<file path="src/rtl/vga_pkg.sv">
// Shared VGA timing defaults, colour type and range helper for the scan driver slice.
package vga_pkg;

  // 640x480@60 timing with a 50 MHz system clock
  localparam int unsigned DEF_CLK_DIV  = 2;
  localparam int unsigned DEF_H_ACTIVE = 640;
  localparam int unsigned DEF_H_FP     = 16;
  localparam int unsigned DEF_H_SYNC   = 96;
  localparam int unsigned DEF_H_BP     = 48;
  localparam int unsigned DEF_V_ACTIVE = 480;
  localparam int unsigned DEF_V_FP     = 10;
  localparam int unsigned DEF_V_SYNC   = 2;
  localparam int unsigned DEF_V_BP     = 33;
  localparam logic [23:0] DEF_BG_RGB   = 24'h000000;

  typedef struct packed {
    logic [7:0] r;
    logic [7:0] g;
    logic [7:0] b;
  } rgb_t;

  // Inclusive range test used by the sync decoders
  function automatic logic in_range(input int unsigned v, input int unsigned lo,
                                    input int unsigned hi);
    return (v >= lo) && (v <= hi);
  endfunction

endpackage

</file>
<file path="src/rtl/vga_axis_counter.sv">
// One scan axis: counts 0..TOTAL-1 on each enable and flags the wrapping enable.
module vga_axis_counter
  import vga_pkg::*;
#(
  parameter int unsigned TOTAL = DEF_H_ACTIVE + DEF_H_FP + DEF_H_SYNC + DEF_H_BP
) (
  input  logic       clk,
  input  logic       rst,
  input  logic       en,
  output logic [9:0] cnt,
  output logic       wrap
);

  localparam logic [9:0] LAST = 10'(TOTAL - 1);

  assign wrap = en && (cnt == LAST);

  // Axis position register, wraps back to zero after the last position
  always_ff @(posedge clk) begin
    if (rst) begin
      cnt <= '0;
    end else if (en) begin
      cnt <= wrap ? '0 : cnt + 10'd1;
    end
  end

endmodule

</file>
<file path="src/rtl/vga_scan_driver.sv">
// VGA scan driver: pixel divider, H/V scan counters, sync decode and registered DAC outputs.
module vga_scan_driver
  import vga_pkg::*;
#(
  parameter int unsigned CLK_DIV  = DEF_CLK_DIV,
  parameter int unsigned H_ACTIVE = DEF_H_ACTIVE,
  parameter int unsigned H_FP     = DEF_H_FP,
  parameter int unsigned H_SYNC   = DEF_H_SYNC,
  parameter int unsigned H_BP     = DEF_H_BP,
  parameter int unsigned V_ACTIVE = DEF_V_ACTIVE,
  parameter int unsigned V_FP     = DEF_V_FP,
  parameter int unsigned V_SYNC   = DEF_V_SYNC,
  parameter int unsigned V_BP     = DEF_V_BP,
  parameter logic [23:0] BG_RGB   = DEF_BG_RGB
) (
  input  logic       clk,
  input  logic       rst,
  output logic [9:0] Q_X,
  output logic [9:0] Q_Y,
  input  logic       visible_in,
  input  logic [7:0] R_in,
  input  logic [7:0] G_in,
  input  logic [7:0] B_in,
  output logic [7:0] vga_r,
  output logic [7:0] vga_g,
  output logic [7:0] vga_b,
  output logic       vga_hs,
  output logic       vga_vs,
  output logic       vga_blank_n,
  output logic       vga_sync_n,
  output logic       vga_clk,
  output logic       pix_tick,
  output logic       frame_start
);

  localparam int unsigned H_TOTAL = H_ACTIVE + H_FP + H_SYNC + H_BP;
  localparam int unsigned V_TOTAL = V_ACTIVE + V_FP + V_SYNC + V_BP;
  localparam int unsigned HS_LO   = H_ACTIVE + H_FP;
  localparam int unsigned HS_HI   = HS_LO + H_SYNC - 1;
  localparam int unsigned VS_LO   = V_ACTIVE + V_FP;
  localparam int unsigned VS_HI   = VS_LO + V_SYNC - 1;
  localparam int unsigned DIV_W   = (CLK_DIV > 1) ? $clog2(CLK_DIV) : 1;
  localparam logic [DIV_W-1:0] DIV_LAST = DIV_W'(CLK_DIV - 1);

  if (H_TOTAL > 1024) begin : g_bad_h_total
    $error("vga_scan_driver: H_TOTAL does not fit the 10-bit counter");
  end
  if (V_TOTAL > 1024) begin : g_bad_v_total
    $error("vga_scan_driver: V_TOTAL does not fit the 10-bit counter");
  end
  if (CLK_DIV < 1) begin : g_bad_clk_div
    $error("vga_scan_driver: CLK_DIV must be at least 1");
  end

  logic [DIV_W-1:0] div_cnt;
  logic [DIV_W-1:0] div_nxt;
  logic             run_q;
  logic             origin_q;
  logic             h_wrap;
  logic             v_wrap;
  logic             hs_d;
  logic             vs_d;
  logic             blank_n_d;
  rgb_t             rgb_d;
  rgb_t             rgb_q;

  // Next divider phase
  always_comb begin
    div_nxt = (div_cnt == DIV_LAST) ? '0 : div_cnt + 1'b1;
  end

  // Pixel divider and DAC clock; run_q keeps the tick low on the cycle right after reset
  // so that CLK_DIV=1 also honours the zero reset value of pix_tick.
  always_ff @(posedge clk) begin
    if (rst) begin
      div_cnt <= '0;
      run_q   <= 1'b0;
      vga_clk <= 1'b0;
    end else begin
      div_cnt <= div_nxt;
      run_q   <= 1'b1;
      vga_clk <= (CLK_DIV == 1) ? 1'b1 : (32'(div_nxt) >= (CLK_DIV / 2));
    end
  end

  assign pix_tick = run_q && (div_cnt == DIV_LAST);

  vga_axis_counter #(.TOTAL(H_TOTAL)) u_h_cnt (
    .clk  (clk),
    .rst  (rst),
    .en   (pix_tick),
    .cnt  (Q_X),
    .wrap (h_wrap)
  );

  vga_axis_counter #(.TOTAL(V_TOTAL)) u_v_cnt (
    .clk  (clk),
    .rst  (rst),
    .en   (pix_tick & h_wrap),
    .cnt  (Q_Y),
    .wrap (v_wrap)
  );

  // Origin flag: set by reset or by the frame wrap, cleared by the tick that leaves (0,0);
  // equivalent to decoding Q_X==0 && Q_Y==0 without a 20-bit compare.
  always_ff @(posedge clk) begin
    if (rst) begin
      origin_q <= 1'b1;
    end else if (v_wrap) begin
      origin_q <= 1'b1;
    end else if (pix_tick) begin
      origin_q <= 1'b0;
    end
  end

  assign frame_start = pix_tick && origin_q;

  // Sync/blank decode and colour select for the current scan position
  always_comb begin
    blank_n_d = (32'(Q_X) < H_ACTIVE) && (32'(Q_Y) < V_ACTIVE);
    hs_d      = ~in_range(32'(Q_X), HS_LO, HS_HI);
    vs_d      = ~in_range(32'(Q_Y), VS_LO, VS_HI);
    rgb_d     = '0;
    if (blank_n_d) begin
      rgb_d = visible_in ? {R_in, G_in, B_in} : BG_RGB;
    end
  end

  // Output stage: one pixel of latency, holds between ticks
  always_ff @(posedge clk) begin
    if (rst) begin
      rgb_q       <= '0;
      vga_hs      <= 1'b1;
      vga_vs      <= 1'b1;
      vga_blank_n <= 1'b0;
    end else if (pix_tick) begin
      rgb_q       <= rgb_d;
      vga_hs      <= hs_d;
      vga_vs      <= vs_d;
      vga_blank_n <= blank_n_d;
    end
  end

  assign vga_r      = rgb_q.r;
  assign vga_g      = rgb_q.g;
  assign vga_b      = rgb_q.b;
  assign vga_sync_n = 1'b0;

endmodule
</file>
<file path="config.mk">
export PLATFORM = sky130hd
export DESIGN_NAME = vga_scan_driver
export DESIGN_NICKNAME = d
export VERILOG_FILES = /design/src/rtl/vga_pkg.sv /design/src/rtl/vga_axis_counter.sv /design/src/rtl/vga_scan_driver.sv
export SDC_FILE = /design/constraint.sdc
export NUM_CORES = 1
export LEC_CHECK = 0
export BUFFER_PORTS_ARGS = -buffer_cell sky130_fd_sc_hd__buf_2
export CAP_MARGIN = 40
export CORE_AREA = 4 4 95 97
export DETAILED_ROUTE_END_ITERATION = 12
export DIE_AREA = 0 0 99 101
export SETUP_SLACK_MARGIN = 0.15
export SYNTH_ARGS = -nofsm -noshare
export SYNTH_HDL_FRONTEND = slang
export SYNTH_SLANG_ARGS = --single-unit
export TNS_END_PERCENT = 50
</file>
<file path="constraint.sdc">
create_clock -name clk -period 2.7 [get_ports clk]
set_input_delay 0.54 -clock clk [delete_from_list [all_inputs] [get_ports clk]]
set_output_delay 0.54 -clock clk [all_outputs]
set_load 0.005 [all_outputs]
</file>
# == Word level (Yosys, flattened, before mapping) ==
# Cells that the tools add are included.
# totals
regBits,51
output_inout_bits,51
# op_classes
add_sub_neg,3
order_cmp,7
eq_ne,2
mux,6
bitwise,3
reduce_logical,8
# ops
op,n
2-to-1 mux 24 bit,2
adder 10 x 1 -> 10 bit (second input constant),2
== test 10 bit (second input constant),2
2-to-1 mux 10 bit,2
>= comparator 10 bit (second input constant),1
>= comparator 10 x 9 -> 1 bit (second input constant),1
<= comparator 10 bit (second input constant),1
<= comparator 10 x 9 -> 1 bit (second input constant),1
< comparator 10 bit (second input constant),1
< comparator 10 x 9 -> 1 bit (second input constant),1
logical AND 1 bit,7
2-to-1 mux 1 bit,2
inverter 1 bit,2
OR reduction 2 bit,1
adder 1 bit (second input constant),1
bitwise AND 1 bit,1
>= comparator 1 bit (second input constant),1

# == Logic depth before layout (Yosys ltp) ==
# Gate-level depths: netlist of the first run.
# logic_depth
ltp_word,5
depth_mapped,7
depth_no_buf,6

# == Hierarchy ==
# A second synthesis of the first run with hierarchy kept.
# unflattened
cells_unflattened,198
hier_area_um2,2026.9
# modules_own_cells
mod,instances,cells_per_inst,area_per_inst_um2,seq_area_each_um2
vga_scan_driver,1,86,1017.2,600.6
vga_axis_counter at u_h_cnt,1,56,506.7,200.2
vga_axis_counter at u_v_cnt,1,56,503.0,200.2

# == Least setup slack after synthesis of the first run ==
# Ideal clock, no wire load.
# synth_path
path_type,register to register
start,reg u_h_cnt.cnt[0]
end,reg u_v_cnt.cnt[7]
t_arrival_ns,2.007
path_slack_ns,0.623
path_stages_with_launch,7
path_buffers,1
synth_period_minus_slack_ns,2.077
cell_sequence,dfxtp_1 ha_1 nand3_2 or4_1 buf_2 or4b_1 a21oi_1
# synth_between
elab_chain_cells,5
# synth_rtl
item,line_no,source
from (decl),vga_axis_counter.sv:10,"output logic [9:0] cnt,"
from (signal assigned),vga_axis_counter.sv:23,cnt <= wrap ? '0 : cnt + 10'd1;
== test 10 bit *,vga_axis_counter.sv:16,assign wrap = en && (cnt == LAST);
logical AND 1 bit *,vga_axis_counter.sv:16,
bitwise AND 1 bit *,vga_scan_driver.sv:99,".en (pix_tick & h_wrap),"
logical AND 1 bit,vga_axis_counter.sv:16,
2-to-1 mux 10 bit,vga_axis_counter.sv:23,
to (signal assigned),vga_axis_counter.sv:23,
to (decl),vga_axis_counter.sv:10,
# Every way passes the cells marked *; elsewhere a longest branch is shown, timed or not.
# A chain may end at the register's enable or synchronous reset.

# == Worst setup path in the final report of the first run ==
# layout_path
start,reg u_h_cnt.cnt[0]
end,reg u_v_cnt.cnt[3]
# The elaborated chain is that of the path after synthesis.

==> results of run 1 <==
-- report_power, final --
group	internal (W)	switching, W	total [W]
sequential	0.000751	0.0000103	0.000761
clock	0.000277	0.000260	0.000537
combinational	0.0000373	0.0000482	0.0000855
-- routing by layer --
metal,wire [um],up-vias
li1,-,969
met1,2540,924
met2,2560,68
met3,392,4
met4,30,0
met5,0,-
-- worst paths after layout --
path,slack [ns],depth (start not counted),endpoint
worst max register to register,0.34,6,u_v_cnt.cnt[3]$_SDFFE_PP0P_
worst min register to register,0.47,1,origin_q$_SDFFE_PP1P_
worst max-delay path,0.34,6,u_v_cnt.cnt[3]$_SDFFE_PP0P_
worst min-delay path,0.47,3,vga_r[2]$_SDFFE_PP0P_
-- metrics by stage --
stage                     setup WS (ns)  total power, W  hold slack (ns)  cells
after floorplan                   0.623        0.000819            0.418    229
after global placement            0.447        0.000864            0.431    403
after detailed placement          0.383        0.000865            0.436    403
after CTS                         0.354         0.00141            0.457    411
after global routing              0.185         0.00145            0.456    411
final                             0.341         0.00138            0.467    411
-- final cells by class --
type	count	share of cell area
Tap cell	105	0.0498
Clock inverter	2	0.0142
Multi-Input combinational cell	157	0.355
Sequential cell	50	0.379
Timing Repair Buffer	82	0.161
Clock buffer	6	0.0275
Inverter	9	0.0128
-- flip-flops by register name, summed over array words and instances, names as in the netlist --
signal,count
vga_r,8
vga_clk,1
vga_vs,1
u_v_cnt.cnt,10
u_h_cnt.cnt,10
vga_g,8
vga_b,8
run_q,1
vga_hs,1
origin_q,1
vga_blank_n,1
-- kinds of logic (layout without fill, tap and decap cells) --
| kind of cell | count (synthesis) | in the layout | share of synthesized area |
|---|---|---|---|
| other | 1 | 1 | 0.00186 |
| adder cells (fa/ha/maj) | 4 | 4 | 0.0248 |
| buffers and inverters | 22 | 99 | 0.0434 |
| XOR/XNOR | 7 | 7 | 0.0304 |
| AND/OR/NAND/NOR | 91 | 91 | 0.229 |
| AO/OA/AOI/OAI | 54 | 54 | 0.175 |
| flip-flops | 50 | 50 | 0.496 |
-- worst max-delay path, cell delays in order, from the launching register on --
cell and delay, ns:
dfxtp_1 0.48, ha_1 0.21, nand3_2 0.13, or4_1 0.77
buf_4 0.24, or3_1 0.34, a21oi_1 0.14
-- cells in the final DEF (no fill, tap or decap), drive strengths merged, types with 2 or more instances in the layout --
cell and n:
nand4b 2, or3 4, and3 2, buf 82, nand2 13, nor4 4, inv 9, nand4 7
o21ai 9, xor2 4, dfxtp 50, o31ai 2, nor4b 2, and4 3, nand3 8, clkbuf 6
ha 4, a22oi 24, nor2 38, a21oi 14, o21a 2, or4 2, xnor2 3
==> out/metrics.yaml, run 1 <==
outcome:
  status: "finished, final reports clean"
logic_synthesis:
  synth_seq_cells: 50
  ys.flop_type: "dfxtp_1"
  synth-edff-count: 0
  async_flop_share: 0
  yosys.area.top_type: "dfxtp_1"
  ys_warn_count: 0
  ys_seq_area_frac: 0.496
  synth_area_leaders: "dfxtp_1 (50%), a22oi_1 (8.9%), nor2_1 (7.1%), a21oi_1 (3.5%), ha_1 (2.5%)"
  syn_nets: 260
  synthTopCellsByCount: "dfxtp_1 (50), nor2_1 (38), a22oi_1 (24)"
  syn_area_mm2: 0.00202
  yosysTopAreaCellShare: 0.496
  yosysMostFrequentCell: "dfxtp_1"
  synth_cell_types: 36
  synth_area_per_cell_um2: 8.82
  netlist_instances: 229
timing:
  finalSetupViolCount: 0
  period_needed_ns: 2.36
  hold_viol_final: 0
  drv_slew: 0
  worst_clock_skew_ns: 0.0141
  tns_ns: 0
  fmax_mhz: 424
  rsz0062_at_grt: "false"
  finalCritPeriodShare: 0.874
final_layout:
  drive_gt1_frac: 0.304
  fillerInstances: 843
  n_antenna_cell: 0
  final_cell_area_mm2: 0.00264
  fin_nets: 336
  multi_input_area_um2: 937
  final_util: 0.324
  syn2layout_area_growth_pct: 30.7
  regArea_mm2: 0.00100
grt:
  gr-total-overflow: 0
  met2_usage: 0.175
  top_usage_layer: "met2"
  grt_use_met3: 0.0332
  antenna_found_initial: 0
  grt_max_degree: 33
  grt_pass1_vias: 1848
  met1_usage: 0.144
  grt_pass1_wl_um: 8960
  track_usage: 0.110
clock_tree:
  path_clk_slew_ns: 0.10
  htreeDepth: 2
  cts.sinks: 50
  cts_resized: 0
  clock_path_buffers: 2
  postCtsSetupRepairBufs: 0
  clk_latency_ns: 0.31
  cts_tree: "yes"
  cts-buffers-inserted: 5
  root_buffer: "clkbuf_8"
  hold_buffers: 0
die:
  fp.dieW_um: 99
  initial_core_util: 0.248
  io_pins: 78
  die_area_mm2: 0.0100
  rows: 33
  core_area_mm2: 0.00813
  die_y_um: 101
routing:
  wl_um: 5530
  via_count: 1965
  wl_per_cell_um: 13.5
  route.detailed.drc: 0
  drt_iter0_drc: 78
  ant_nets: 0
  first_pass_iters: 4
  drt-vias-per-instance: 4.78
job:
  cap_violations: 0
setup_path:
  endpoint_kind: "flop"
  start_kind: "flop"
  worst-endpoint-required_ns: 2.95
  crit_path_max_fanout: 13
  critPathArrivalTime_ns: 2.61
  critPathKind: "reg -> reg"
  critPathLaunch: "u_h_cnt.cnt[0]$_SDFFE_PP0P_"
  r2r_start: "u_h_cnt.cnt[0]$_SDFFE_PP0P_"
min_path:
  hp-class: "in -> reg"
  hp-start: "R_in[2]"
power_and_ir_drop:
  peakVddDrop_uv: 267
  power.leakage_nw: 1.12
  cellPowerDensity_mw_per_mm2: 524
place:
  place_hpwl_um: 3980
  place_area_mm2: 0.00253
  port_buffers: 76
  gp_congestion: 0.806
Power figures use the tool's default switching activity.
==> run 2, diff against run 1 <==
clock period = 2.49 ns   (was 2.7 ns; I/O delays follow)
==> out/metrics.yaml, run 2 (same netlist as run 1, synthesis figures left out) <==
outcome:
  status: "finished, final reports clean"
setup_path:
  path_buf_inv: 1
  slowest_stage: "or4_1"
  critPathKind: "reg -> reg"
  critPathLaunch: "u_h_cnt.cnt[1]$_SDFFE_PP0P_"
  critPathTopFamily: "simple AND/OR/NAND/NOR gates"
  critPathArrivalTime_ns: 2.41
  slowest_delay_ns: 0.69
  r2r_start: "u_h_cnt.cnt[1]$_SDFFE_PP0P_"
  endpoint_kind: "flop"
  crit_path_max_fanout: 10
  start_kind: "flop"
  worst-endpoint-required_ns: 2.74
  path_cells: "ha_1 -> nand3_2 -> or4_1 -> buf_4 -> or3_1 -> a21oi_1"
final_layout:
  fillerInstances: 864
  final_common_cell: "buf_2"
  n_antenna_cell: 0
  multi_input_area_um2: 945
  layout_common_cells: "buf_2 (76), dfxtp_1 (50), nor2_1 (38)"
  fin_nets: 339
  top_regs: "u_h_cnt.cnt x10, u_v_cnt.cnt x10"
  final_cells: 414
  drive_gt1_frac: 0.314
  syn2layout_area_growth_pct: 31.2
  regArea_mm2: 0.00100
timing:
  finalSetupViolCount: 0
  timing.final.ws_setup_ns: 0.332
  hold_viol_final: 0
  finalCritPeriodShare: 0.867
  fmax_mhz: 463
  drv_slew: 0
  period_needed_ns: 2.16
  tns_ns: 0
  worst_clock_skew_ns: 0.0170
  rsz0062_at_grt: "false"
die:
  die_area_mm2: 0.0100
  fp.dieW_um: 99
  rows: 33
  die_y_um: 101
  core_area_mm2: 0.00813
  initial_core_util: 0.248
  io_pins: 78
place:
  gp_congestion: 0.832
  port_buffers: 76
  dp_cells: 406
  place_hpwl_um: 4060
  dp_slack_ns: 0.290
clock_tree:
  postCtsSetupRepairBufs: 0
  path_clk_slew_ns: 0.11
  cts_tree: "yes"
  clk_latency_ns: 0.31
  cts-buffers-inserted: 5
  hold_buffers: 0
  root_buffer: "clkbuf_8"
  clock_path_buffers: 2
  cts.sinks: 50
  htreeDepth: 2
min_path:
  hp-class: "in -> reg"
  hp-start: "B_in[5]"
grt:
  track_usage: 0.112
  gr-total-overflow: 0
  antenna_found_initial: 0
  grt_max_degree: 33
  grt_pass1_vias: 1919
  grt_pass1_wl_um: 9160
routing:
  ant_nets: 0
  drt_iter0_drc: 106
  drt-vias-per-instance: 4.74
  wl_um: 5490
  via_count: 1964
  wl_per_cell_um: 13.3
  route.detailed.drc: 0
  first_pass_iters: 4
job:
  cap_violations: 0
power_and_ir_drop:
  power.leakage_nw: 1.13
  peakVddDrop_uv: 239
  p_total_w: 0.00140
  cellPowerDensity_mw_per_mm2: 529
==> run 2: cell types whose count changed in the layout (fill, tap and decap cells not counted) <==
cell       previous run  this run
clkbuf_1              1         0
clkinv_4              0         1
o21ai_2               1         0
buf_4                 6         9
clkinv_2              0         1
bufinv_16             1         0
o21ai_4               0         1
==> run 2: cell type report <==
cell class,instances,share of cell area
sequential,50,0.378
multi-input combinational,157,0.357
timing repair buffer,85,0.169
tap,105,0.0496
clock buffer,5,0.0260
inverter,9,0.0128
clock inverter,3,0.00803
==> run 2: timing repair <==
item                                    in CTS  in global routing
gates resized for setup                      0                  1
endpoints found under the hold margin        0                  0
endpoints found under the setup margin       0                 10
==> run 2: metal layers <==
layer,track usage,vias to the layer above,part of all wire
li1,-,974,-
met1,0.147,916,0.46
met2,0.173,70,0.45
met3,0.0388,4,0.088
met4,0.0336,0,0.0046
met5,0,-,0
==> run 2: worst register-to-register path: stages (launching register included) <==
cell	delay, ns
dfxtp_1	0.40
ha_1	0.19
nand3_2	0.12
or4_1	0.69
buf_4	0.23
or3_1	0.35
a21oi_1	0.14
==> run 2: worst paths after layout <==
kind / to / slack, ns / cells past startpoint
worst max-delay path: u_v_cnt.cnt[4]$_SDFFE_PP0P_ / 0.33 / 6
worst min-delay path: vga_b[5]$_SDFFE_PP0P_ / 0.43 / 3
worst max register to register: u_v_cnt.cnt[4]$_SDFFE_PP0P_ / 0.33 / 6
worst min register to register: origin_q$_SDFFE_PP1P_ / 0.46 / 1
==> run 2: metrics by stage <==
| stage | hold slack [ns] | util | instance area [um^2] |
|---|---|---|---|
| 3_5_place_dp | 0.437 | 0.314 | 2550 |
| 6_report | 0.432 | 0.326 | 2650 |
| 3_3_place_gp | 0.428 | 0.314 | 2550 |
| 4_1_cts | 0.416 | 0.325 | 2640 |
| 2_1_floorplan | 0.418 | - | 2020 |
| 5_1_grt | 0.410 | 0.326 | 2650 |
==> run 2: power by group <==
group	total [W]	switching [W]	internal, W
sequential	0.000823	0.00000847	0.000814
combinational	0.0000996	0.0000550	0.0000447
clock	0.000480	0.000282	0.000198
total	0.00140	0.000345	0.00106
==> run 3, diff against run 2 <==
RECOVER_POWER = 50   (was not set)
==> out/metrics.yaml, run 3 (same netlist as run 1, synthesis figures left out) <==
final_layout:
  regArea_mm2: 0.00100
  drive_gt1_frac: 0.236
  final_common_cell: "buf_2"
  top_regs: "u_h_cnt.cnt x10, u_v_cnt.cnt x10"
  multi_input_area_um2: 940
  n_antenna_cell: 0
  final_util: 0.321
  syn2layout_area_growth_pct: 29.2
  layout_common_cells: "buf_2 (55), dfxtp_1 (50), nor2_1 (38)"
  fillerInstances: 878
  final_cells: 414
  fin_nets: 339
  final_cell_area_mm2: 0.00261
timing:
  finalCritPeriodShare: 0.893
  period_needed_ns: 2.22
  hold_viol_final: 0
  fmax_mhz: 450
  rsz0062_at_grt: "false"
  worst_clock_skew_ns: 0.0145
  tns_ns: 0
  drv_slew: 0
  tightestPinTransition_ns: 1.50
  finalSetupViolCount: 0
  slew_headroom: 0.00180
setup_path:
  critPathArrivalTime_ns: 2.47
  start_kind: "flop"
  endpoint_kind: "flop"
  r2r_cells: 6
  critPathKind: "reg -> reg"
  worst-endpoint-required_ns: 2.73
  crit_path_max_fanout: 10
routing:
  drt-vias-per-instance: 4.75
  route.detailed.drc: 0
  wl_um: 5500
  ant_nets: 0
  first_pass_iters: 4
  via_count: 1968
  drt_iter0_drc: 73
  wl_per_cell_um: 13.3
power_and_ir_drop:
  p_clk_frac: 0.341
  pwr-share-seq: 0.589
  swShare: 0.245
  peakVddDrop_uv: 238
  cellPowerDensity_mw_per_mm2: 535
  net-switching-power_w: 0.000342
  power.leakage_nw: 1.04
  comb_power_share: 0.069
  p_int_w: 0.00105
place:
  port_buffers: 76
  dp_cells: 406
  gp_congestion: 0.832
  place_hpwl_um: 4060
  place_area_mm2: 0.00255
clock_tree:
  cts.sinks: 50
  htreeDepth: 2
  path_clk_slew_ns: 0.10
  clock_path_buffers: 2
  postCtsSetupRepairBufs: 0
  root_buffer: "clkbuf_8"
  cts-buffers-inserted: 5
  clk_latency_ns: 0.30
  cts_tree: "yes"
  hold_buffers: 0
die:
  rows: 33
  io_pins: 78
  initial_core_util: 0.248
  die_area_mm2: 0.0100
  fp.dieW_um: 99
  core_area_mm2: 0.00813
  die_y_um: 101
outcome:
  violations: "max-capacitance violations"
  status: "complete, but fails checks"
grt:
  grt_max_degree: 33
  grt_pass1_vias: 1919
  gr-total-overflow: 0
  grt_pass1_wl_um: 9160
  track_usage: 0.112
  antenna_found_initial: 0
min_path:
  hold_depth: 3
  hp-class: "in -> reg"
job:
  cap_violations: 1
==> run 3: changes by cell type in the layout (fill, tap and decap cells not counted) <==
cell	before	now
nand3_1	7	8
clkbuf_1	0	23
buf_2	76	55
nand3_2	1	0
buf_4	9	7
==> run 3: metrics by stage <==
stage / setup WS [ns] / hold slack, ns / total power, W
after floorplan: 0.413 / 0.418 / 0.000888
after global placement: 0.344 / 0.428 / 0.000941
after detailed placement: 0.290 / 0.437 / 0.000942
after CTS: 0.270 / 0.416 / 0.00143
after global routing: 0.121 / 0.410 / 0.00148
final: 0.267 / 0.432 / 0.00140
==> run 3: path summary, 6_finish.rpt <==
kind,from,to,slack (ns)
setup reg to reg,u_h_cnt.cnt[1]$_SDFFE_PP0P_,u_v_cnt.cnt[4]$_SDFFE_PP0P_,0.27
setup / recovery,u_h_cnt.cnt[1]$_SDFFE_PP0P_,u_v_cnt.cnt[4]$_SDFFE_PP0P_,0.27
hold / removal,B_in[5],vga_b[5]$_SDFFE_PP0P_,0.43
hold reg to reg,origin_q$_SDFFE_PP1P_,origin_q$_SDFFE_PP1P_,0.46
==> run 3: layout make-up <==
cell class,count,share of cell area
Clock buffer,5,0.0264
Clock inverter,3,0.00815
Inverter,9,0.0129
Multi-Input combinational cell,157,0.360
Sequential cell,50,0.384
Tap cell,105,0.0503
Timing Repair Buffer,85,0.159
==> run 3: power groups by stage <==
stage / clock network [W] / registers (W) / logic, W
2_1_floorplan: 0 / 0.000844 / 0.0000438
3_3_place_gp: 0 / 0.000841 / 0.000100
3_5_place_dp: 0 / 0.000841 / 0.000101
4_1_cts: 0.000503 / 0.000823 / 0.000101
5_1_grt: 0.000543 / 0.000825 / 0.000110
6_report: 0.000477 / 0.000823 / 0.0000964
==> run 3: critical path, cell delays in order (launching register included) <==
cell     delay, ns
dfxtp_1       0.40
ha_1          0.18
nand3_1       0.17
or4_1         0.71
buf_4         0.23
or3_1         0.35
a21oi_1       0.14
==> run 3: repair_timing <==
item / in CTS / in global routing
endpoints found under the setup margin: 0 / 10
endpoints found under the hold margin: 0 / 0
gates resized for setup: 0 / 1
==> run 3: metal layers <==
| metal | track usage | vias up | wire length [um] | part of all wire |
|---|---|---|---|---|
| met2 | 0.173 | 67 | 2520 | 0.46 |
| met4 | 0.0336 | 0 | 10 | 0.0018 |
| met3 | 0.0388 | 2 | 434 | 0.079 |
| met5 | 0 | - | 0 | 0 |
| li1 | - | 976 | - | - |
| met1 | 0.147 | 923 | 2540 | 0.46 |
